File: src/rtl/ir_ac_frame_rx.sv
// IR air-conditioner remote frame receiver: leader, 35-bit block, connect code, 32-bit block, stop mark.
// Filtered edges lag ir_in by 2+GLITCH cycles; frame_valid/frame_err are one-cycle strobes, no backpressure.
module ir_ac_frame_rx #(
  parameter int T_LEAD_MARK   = 1125000,
  parameter int T_LEAD_SPACE  = 562500,
  parameter int T_BIT_MARK    = 93750,
  parameter int T_ZERO_SPACE  = 56250,
  parameter int T_ONE_SPACE   = 187500,
  parameter int T_CONN_SPACE  = 2500000,
  parameter int GLITCH        = 16,
  parameter int IN_ACTIVE_LOW = 1
) (
  input  logic        clk,
  input  logic        rst,
  input  logic        ir_in,
  output logic [34:0] data35,
  output logic [31:0] data32,
  output logic        frame_valid,
  output logic        frame_err,
  output logic        busy
);

  localparam int GW = (GLITCH > 1) ? $clog2(GLITCH + 1) : 1;
  localparam logic SPACE_RAW = (IN_ACTIVE_LOW != 0);

  localparam logic [21:0] LM_MIN = 22'(T_LEAD_MARK  - (T_LEAD_MARK  >> 2));
  localparam logic [21:0] LM_MAX = 22'(T_LEAD_MARK  + (T_LEAD_MARK  >> 2));
  localparam logic [21:0] LS_MIN = 22'(T_LEAD_SPACE - (T_LEAD_SPACE >> 2));
  localparam logic [21:0] LS_MAX = 22'(T_LEAD_SPACE + (T_LEAD_SPACE >> 2));
  localparam logic [21:0] BM_MIN = 22'(T_BIT_MARK   - (T_BIT_MARK   >> 2));
  localparam logic [21:0] BM_MAX = 22'(T_BIT_MARK   + (T_BIT_MARK   >> 2));
  localparam logic [21:0] ZS_MIN = 22'(T_ZERO_SPACE - (T_ZERO_SPACE >> 2));
  localparam logic [21:0] ZS_MAX = 22'(T_ZERO_SPACE + (T_ZERO_SPACE >> 2));
  localparam logic [21:0] OS_MIN = 22'(T_ONE_SPACE  - (T_ONE_SPACE  >> 2));
  localparam logic [21:0] OS_MAX = 22'(T_ONE_SPACE  + (T_ONE_SPACE  >> 2));
  localparam logic [21:0] CS_MIN = 22'(T_CONN_SPACE - (T_CONN_SPACE >> 2));
  localparam logic [21:0] CS_MAX = 22'(T_CONN_SPACE + (T_CONN_SPACE >> 2));
  localparam logic [21:0] TMO    = 22'(T_CONN_SPACE + (T_CONN_SPACE >> 2) + 1);

  typedef enum logic [2:0] {
    S_IDLE,
    S_LEAD_MARK,
    S_LEAD_SPACE,
    S_MARK,
    S_SPACE
  } state_t;

  state_t          r_state, w_state_n;
  logic            r_sync1, r_sync2;
  logic [GW-1:0]   r_gcnt;
  logic            r_filt, r_filt_d;
  logic [21:0]     r_dur;
  logic [6:0]      r_seg;
  logic [34:0]     r_w35, r_data35;
  logic [31:0]     r_w32, r_data32;
  logic            r_valid, r_err;

  logic w_lvl, w_rise, w_fall, w_edge;
  logic w_err, w_shift, w_bit, w_seg_inc, w_seg_clr, w_done;

  function automatic logic in_win(input logic [21:0] v, input logic [21:0] lo, input logic [21:0] hi);
    return (v >= lo) && (v <= hi);
  endfunction

  // w_lvl is 1 while carrier is present, regardless of receiver polarity
  assign w_lvl  = (IN_ACTIVE_LOW != 0) ? ~r_sync2 : r_sync2;
  assign w_rise = r_filt & ~r_filt_d;
  assign w_fall = ~r_filt & r_filt_d;
  assign w_edge = r_filt ^ r_filt_d;

  always_ff @(posedge clk or negedge rst) begin
    if (!rst) begin
      r_sync1  <= SPACE_RAW;
      r_sync2  <= SPACE_RAW;
      r_gcnt   <= '0;
      r_filt   <= 1'b0;
      r_filt_d <= 1'b0;
    end else begin
      r_sync1  <= ir_in;
      r_sync2  <= r_sync1;
      r_filt_d <= r_filt;
      if (w_lvl != r_filt) begin
        if (r_gcnt == GW'(GLITCH - 1)) begin
          r_filt <= w_lvl;
          r_gcnt <= '0;
        end else begin
          r_gcnt <= r_gcnt + 1'b1;
        end
      end else begin
        r_gcnt <= '0;
      end
    end
  end

  always_ff @(posedge clk or negedge rst) begin
    if (!rst) begin
      r_dur <= '0;
    end else if (w_edge) begin
      r_dur <= '0;
    end else if (r_dur != '1) begin
      r_dur <= r_dur + 1'b1;
    end
  end

  always_ff @(posedge clk or negedge rst) begin
    if (!rst) begin
      r_state <= S_IDLE;
    end else begin
      r_state <= w_state_n;
    end
  end

  always_comb begin
    w_state_n = r_state;
    w_err     = 1'b0;
    w_shift   = 1'b0;
    w_bit     = 1'b0;
    w_seg_inc = 1'b0;
    w_seg_clr = 1'b0;
    w_done    = 1'b0;
    case (r_state)
      S_IDLE: begin
        if (w_rise) begin
          w_state_n = S_LEAD_MARK;
          w_seg_clr = 1'b1;
        end
      end
      S_LEAD_MARK: begin
        if (w_fall) begin
          if (in_win(r_dur, LM_MIN, LM_MAX)) w_state_n = S_LEAD_SPACE;
          else                               w_err     = 1'b1;
        end else if (r_dur > LM_MAX) begin
          w_err = 1'b1;
        end
      end
      S_LEAD_SPACE: begin
        if (w_rise) begin
          if (in_win(r_dur, LS_MIN, LS_MAX)) w_state_n = S_MARK;
          else                               w_err     = 1'b1;
        end
      end
      S_MARK: begin
        if (w_fall) begin
          if (!in_win(r_dur, BM_MIN, BM_MAX)) begin
            w_err = 1'b1;
          end else if (r_seg == 7'd68) begin
            w_done    = 1'b1;
            w_state_n = S_IDLE;
          end else begin
            w_state_n = S_SPACE;
          end
        end
      end
      S_SPACE: begin
        if (w_rise) begin
          w_state_n = S_MARK;
          w_seg_inc = 1'b1;
          if (r_seg == 7'd35) begin
            w_err = !in_win(r_dur, CS_MIN, CS_MAX);
          end else if (in_win(r_dur, ZS_MIN, ZS_MAX)) begin
            w_shift = 1'b1;
          end else if (in_win(r_dur, OS_MIN, OS_MAX)) begin
            w_shift = 1'b1;
            w_bit   = 1'b1;
          end else begin
            w_err = 1'b1;
          end
        end
      end
      default: w_state_n = S_IDLE;
    endcase
    // An edge always resets the count, so the timeout only applies between edges
    if (r_state != S_IDLE && !w_edge && r_dur >= TMO) w_err = 1'b1;
    if (w_err) begin
      w_state_n = S_IDLE;
      w_shift   = 1'b0;
      w_seg_inc = 1'b0;
      w_done    = 1'b0;
    end
  end

  always_ff @(posedge clk or negedge rst) begin
    if (!rst) begin
      r_seg    <= '0;
      r_w35    <= '0;
      r_w32    <= '0;
      r_data35 <= '0;
      r_data32 <= '0;
      r_valid  <= 1'b0;
      r_err    <= 1'b0;
    end else begin
      r_valid <= w_done;
      r_err   <= w_err;
      if (w_err || w_seg_clr) begin
        r_seg <= '0;
        r_w35 <= '0;
        r_w32 <= '0;
      end else begin
        if (w_seg_inc) r_seg <= r_seg + 7'd1;
        if (w_shift) begin
          if (r_seg <= 7'd34) r_w35 <= {r_w35[33:0], w_bit};
          else                r_w32 <= {r_w32[30:0], w_bit};
        end
      end
      if (w_done) begin
        r_data35 <= r_w35;
        r_data32 <= r_w32;
      end
    end
  end

  assign data35      = r_data35;
  assign data32      = r_data32;
  assign frame_valid = r_valid;
  assign frame_err   = r_err;
  assign busy        = (r_state != S_IDLE);

endmodule

File: config.mk
export PLATFORM = sky130hd
export DESIGN_NAME = ir_ac_frame_rx
export DESIGN_NICKNAME = d
export VERILOG_FILES = /design/src/rtl/ir_ac_frame_rx.sv
export SDC_FILE = /design/constraint.sdc
export NUM_CORES = 1
export LEC_CHECK = 0
export BUFFER_PORTS_ARGS = -buffer_cell sky130_fd_sc_hd__clkbuf_2
export CAP_MARGIN = 15
export CORE_UTILIZATION = 30
export CTS_CLUSTER_DIAMETER = 80
export CTS_CLUSTER_SIZE = 16
export DETAILED_ROUTE_END_ITERATION = 8
export PLACE_DENSITY = 0.43
export SYNTH_ARGS = -nofsm -noshare
export SYNTH_HDL_FRONTEND = slang
export SYNTH_SLANG_ARGS = --single-unit
File: constraint.sdc
create_clock -name clk -period 3.05 [get_ports clk]
set_clock_uncertainty 0.05 [all_clocks]
set_input_delay 0.305 -clock clk [delete_from_list [all_inputs] [get_ports clk]]
set_output_delay 0.305 -clock clk [all_outputs]
set_load 0.005 [all_outputs]
After elaboration in Yosys (flattened, before gate mapping):

Index checks and enable logic that the tools add are counted.

* multipliers: 0
* reduce and logical (&&, ||, !) cells: 21
* muxes and demuxes: 55
* div/mod/pow operators: 0
* $lt $le $gt $ge: 15
* eq/ne operators: 18
* shift operators: 0
* add/sub/neg operators: 3
* bitwise operators: 6

Operator list (number)
* $mux 35: 3
* $mux 32: 3
* $le 22x17->1 const B: 2
* $mux 22: 2
* $mux 1: 31
* $mux 3: 10
* $ne 3x3->1 const B: 8
* $add 22x1->22 const B: 1
* $ge 22x16->1 const B: 1
* $ge 22x17->1 const B: 1
* $ge 22x18->1 const B: 1
* $ge 22x19->1 const B: 1
* $ge 22x20->1 const B: 1
* $ge 22x21->1 const B: 1
* $ge 22x22->1 const B: 1
* $gt 22x21->1 const B: 1
* $le 22x18->1 const B: 1
* $le 22x20->1 const B: 1
* $le 22x21->1 const B: 1
* $le 22x22->1 const B: 1
* $ne 22x22->1 const B: 1
* $pmux 3 s5: 1
* $mux 7: 2
* $mux 5: 2
* other kinds (23): 40

* ROM bits: 0
* memories kept: 0
* bits in writable memories: 0
* input port bits: 3
* output and inout port bits: 70
* logic and storage cells: 132
* flip-flop bits (word level): 177
* latch bits: 0

Longest topological paths before layout:

* depth after elaboration: 11
* gate-level depth with buffers: 11
* mapped depth without buffers: 9

Least setup slack after synthesis:

Ideal clock, no wire load.

* kind: flip-flop to flip-flop
* start point: register r_dur[1]
* end point: register r_w35[0]
* setup time: 0.126 ns
* stages on the path, launching flop included: 12
* path buffers: 2
* setup slack: 0.586 ns
* data arrival time: 2.288 ns
* data required time: 2.874 ns
* cell sequence: dfrtp_1 inv_1 ha_1 nor3b_1 o31a_1 o2111ai_1 a2111oi_2 a41oi_1 buf_4 buf_2 o21ai_0 a21oi_2

* cells in the longest elaborated chain, start to end: 11
* elaborated cells on any way between the ends: 52
* classes of those cells: 14 x order compare; 26 x mux; 12 x reduce/logical

RTL lines
* start, declared: RTL line 52 `logic [21:0] r_dur;`
* start signal, assigned: RTL line 101 `r_dur <= r_dur + 1'b1;`
* $ge 22x18->1 / $le 22x18->1 (equally long branches): RTL line 62 `return (v >= lo) && (v <= hi);`
* $logic_and 1x1->1: RTL line 62
* $mux 1: RTL line 162 `end else if (in_win(r_dur, OS_MIN, OS_MAX)) begin`
* $mux 1: RTL line 160 `end else if (in_win(r_dur, ZS_MIN, ZS_MAX)) begin`
* $mux 1: RTL line 158 `if (r_seg == 7'd35) begin`
* $mux 1: RTL line 155 `if (w_rise) begin`
* $pmux 1 s4: RTL line 121 `case (r_state)`
* $mux 1: RTL line 173 `if (r_state != S_IDLE && !w_edge && r_dur >= TMO) w_err = 1'b1;`
* $mux 1 / $logic_or 1x1->1 (equally long branches): RTL line 174, 194
* $reduce_bool 2->1 (no line)
* $reduce_and 2->1 (no line)
* end signal, assigned: RTL line 201 `if (r_seg <= 7'd34) r_w35 <= {r_w35[33:0], w_bit};`
* end, declared: RTL line 54 `logic [34:0] r_w35, r_data35;`

Several ways; a longest one is shown, not always the timed one. The select of a mux whose other input is x is not followed.
A chain may end at the register's enable or synchronous reset.

Final worst setup path:

* start point: register r_dur[0]
* end point: register r_w32[31]

* cells in the longest elaborated chain, start to end: 11
* elaborated cells on any way between the ends: 46
* classes of those cells: 14 x order compare; 1 x eq/ne; 20 x mux; 11 x reduce/logical

RTL lines
* $ge 22x18->1 / $le 22x18->1 (equally long branches): RTL line 62
* $logic_and 1x1->1: RTL line 62
* $mux 1: RTL line 162
* $mux 1: RTL line 160
* $mux 1: RTL line 158
* $mux 1: RTL line 155
* $pmux 1 s4: RTL line 121
* $mux 1: RTL line 173
* $logic_or 1x1->1 / $mux 1 (equally long branches): RTL line 194, 174
* $ne 2x2->1 (no line) / $reduce_bool 2->1 (equally long branches)
* $reduce_and 2->1 (no line)
* end signal, assigned: RTL line 202 `else r_w32 <= {r_w32[30:0], w_bit};`
* end, declared: RTL line 55 `logic [31:0] r_w32, r_data32;`

Several ways; a longest one is shown, not always the timed one.

==> metrics.txt <==
Antenna Cells=0; width of the chip=174 um; PortBufs=a little over 70; number of synthesized flops with an enable pin=0; syn nets=between 800 and 900; Area after DPL=roughly 10000 um2; top cells by area, synth=dfrtp_1 (49%), mux2_2 (8.5%), a21oi_2 (5.9%); Top-Level Pins=73; ys async rst share=1.00; Reg clk slew, reported paths=around 0.080 ns; Max Clock Freq=0.346 GHz; Total Power=around 5.2 mW; Seq cells post-synth=177; clk root buf=clkbuf_16; nets=934; Max VDD drop=approximately 0.38 mV; Die Area=30400 um2; clk_lat worst skew=approximately 0.44 ns; RSZ-0062 raised after global routing=false; period utilization=0.949; clk sinks=between 150 and 200; power density cells=a little under 500 nW/um2; routed via count=~6900; Design Area, Final=10600 um2; CTS tree=done; mapped cell area=8900 um2; cell taking the most area after synthesis=dfrtp_1; Slew headroom=0.424; largest net degree at the start of global routing=81; clock buffer depth=2; outcome=finished clean; Final Slew Violations=0; row count=slightly above 60; GRT overflow=0; WL/cell=~18 um; fraction of layout cells with a size suffix above 1=0.338; Leakage Power=4.72 nW; Final setup viols=0; post-synthesis cell count=roughly 840; routed wire length=23300 um; Core Box Area=slightly below 30000 um2; crit path DAT=roughly 3.2 ns; area delta synth->final=19.1%; Cell variety after synth=75; Critical Path RT=around 3.3 ns; Worst Tran Pin Value=~0.86 ns; vias in the first global route=6834; worst hold path class=reg -> reg; max cap viols=0; GPL Wtd Cong=around 0.86; first-pass iteration count of the detailed router=5; DR DRC count=0; Vias/cell=around 5.2; All-Layer GR Usage=0.161; syn_area_per_cell=between 10 and 15 um2; number of nets still failing antenna checks after routing=0; CTS H-Tree Depth=4; share of the synthesized area in the top cell type=0.492; die height=174 um; Post-DP HPWL=~15000 um; critical path launch point type=flop; initial antenna violation count=0; WS Path Type=reg -> reg; crit path max fanout=32; starting density of the core=0.308; DRT iter0 DRCs=~460; post-route minimum period=around 2.9 ns; Top FF cell, synth=dfrtp_1; Synth Warn #=0; CTS Buf Count=17; register area share after synthesis=0.498; final hold violations=0; CP endpoint kind=flop; Synth top cells by count=dfrtp_1 (175), o21ai_0 (80), mux2_2 (67); top-count cell post-synth=dfrtp_1; first-pass GRT wire length=slightly below 40000 um
layout by cell type, fill, tap and decap left out, types with 3 or more instances in the layout:
cell type	instances
dfrtp_1	173
o21ai_0	80
clkbuf_2	71
mux2_2	67
a21oi_2	61
nand3_1	55
buf_4	53
nor2_1	50
nand4_1	47
nand2_1	26
a21oi_1	21
inv_1	17
clkbuf_16	17
xnor2_1	15
nor3_1	14
xor2_1	11
ha_1	10
nor4_1	9
buf_12	7
or3_1	5
nand2b_1	5
and3_1	5
a211oi_1	4
and2_1	4
nand4b_1	4
o211a_1	3
nor3b_1	3
o21a_1	3
a2111oi_2	3
nor4b_1	3
o22ai_1	3
nor2b_1	3
inv_8	3
inv_6	3
clkinv_4	3
clkinv_8	3
per-layer routing:
metal  part of all wire  global-route usage  wire, um  up-vias
met5                  0                   0         0        -
met4              0.012              0.0512       271        0
met3              0.035              0.0273       822       16
met2               0.45               0.237     10500      148
met1               0.50               0.238     11700     3459
li1                   -                   -         -     3229
repair_timing:
action,4_1_cts,5_1_grt
hold buffers,2,0
setup endpoints to repair,39,75
pin swaps,0,0
buffers inserted,0,0
hold endpoints to repair,77,0
resized for setup,1,8
cell families (layout without fill, tap and decap cells):
logic type	Yosys count	count (layout)	synth area share
and+or+nand+nor	255	255	0.156
muxes	68	68	0.0859
buffers and inverters	91	186	0.0513
DFF	177	177	0.498
xor gates and xnor gates	26	26	0.0256
AOI/OAI and AO/OA	212	212	0.169
adders and majority gates	10	10	0.0141
critical path, stage by stage, from the launching register on:
cell and delay, ns:
dfrtp_1 0.45, inv_1 0.11, ha_1 0.19, nand2b_1 0.10
o31a_1 0.29, o2111ai_1 0.32, a2111oi_2 0.12, buf_4 0.17
a41o_2 0.30, o221ai_4 0.31, buf_12 0.28, a21oi_2 0.06
report_power, final:
part	total (mW)	switching, mW	internal [mW]	leakage, nW
Clock	2.21	1.09	1.11	0.283
Combinational	0.525	0.322	0.202	1.99
Sequential	2.45	0.0566	2.39	2.45
layout make-up:
class                      count  area, um2
timing repair buffer         136        950
multi-input combinational    571       4080
clock buffer                  19        443
clock inverter                13        143
tap                          384        480
inverter                      18       67.6
sequential                   177       4430
fill                        2895      18300
through the flow:
| step | TNS [ns] | setup WS (ns) | cells | util | hold slack [ns] |
|---|---|---|---|---|---|
| 3_3_place_gp | -0.232 | -0.0310 | 1284 | 0.344 | 0.299 |
| 3_5_place_dp | -0.101 | -0.0182 | 1284 | 0.344 | 0.302 |
| 6_report | 0 | 0.156 | 1318 | 0.366 | 0.308 |
| 2_1_floorplan | 0 | 0.586 | 839 | - | -0.0406 |
| 5_1_grt | 0 | 0.000881 | 1318 | 0.366 | 0.309 |
| 4_1_cts | 0 | 0.0355 | 1318 | 0.365 | 0.309 |
flip-flops by register name, summed over array words and instances (netlist names):
register     count
frame_valid      1
r_state          3
r_dur           22
frame_err        1
r_sync1          1
r_filt           1
r_w32           32
r_filt_d         1
r_sync2          1
r_gcnt           5
r_w35           35
data35          35
r_seg            7
data32          32
final timing paths:
check / from / endpoint / slack (ns) / cells after the start
max in group asynchronous: rst / data35[14]$_DFFE_PN0P_ / 1.67 / 3
worst max-delay path: r_dur[0]$_DFFE_PN0P_ / r_w32[31]$_DFFE_PN0P_ / 0.16 / 11
min in group asynchronous: rst / data35[21]$_DFFE_PN0P_ / 0.40 / 2
worst max register to register: r_dur[0]$_DFFE_PN0P_ / r_w32[31]$_DFFE_PN0P_ / 0.16 / 11
worst min register to register: r_sync1$_DFF_PN1_ / r_sync2$_DFF_PN1_ / 0.31 / 0
worst min-delay path: r_sync1$_DFF_PN1_ / r_sync2$_DFF_PN1_ / 0.31 / 0
Note: power is estimated with default switching activity, not from simulation.
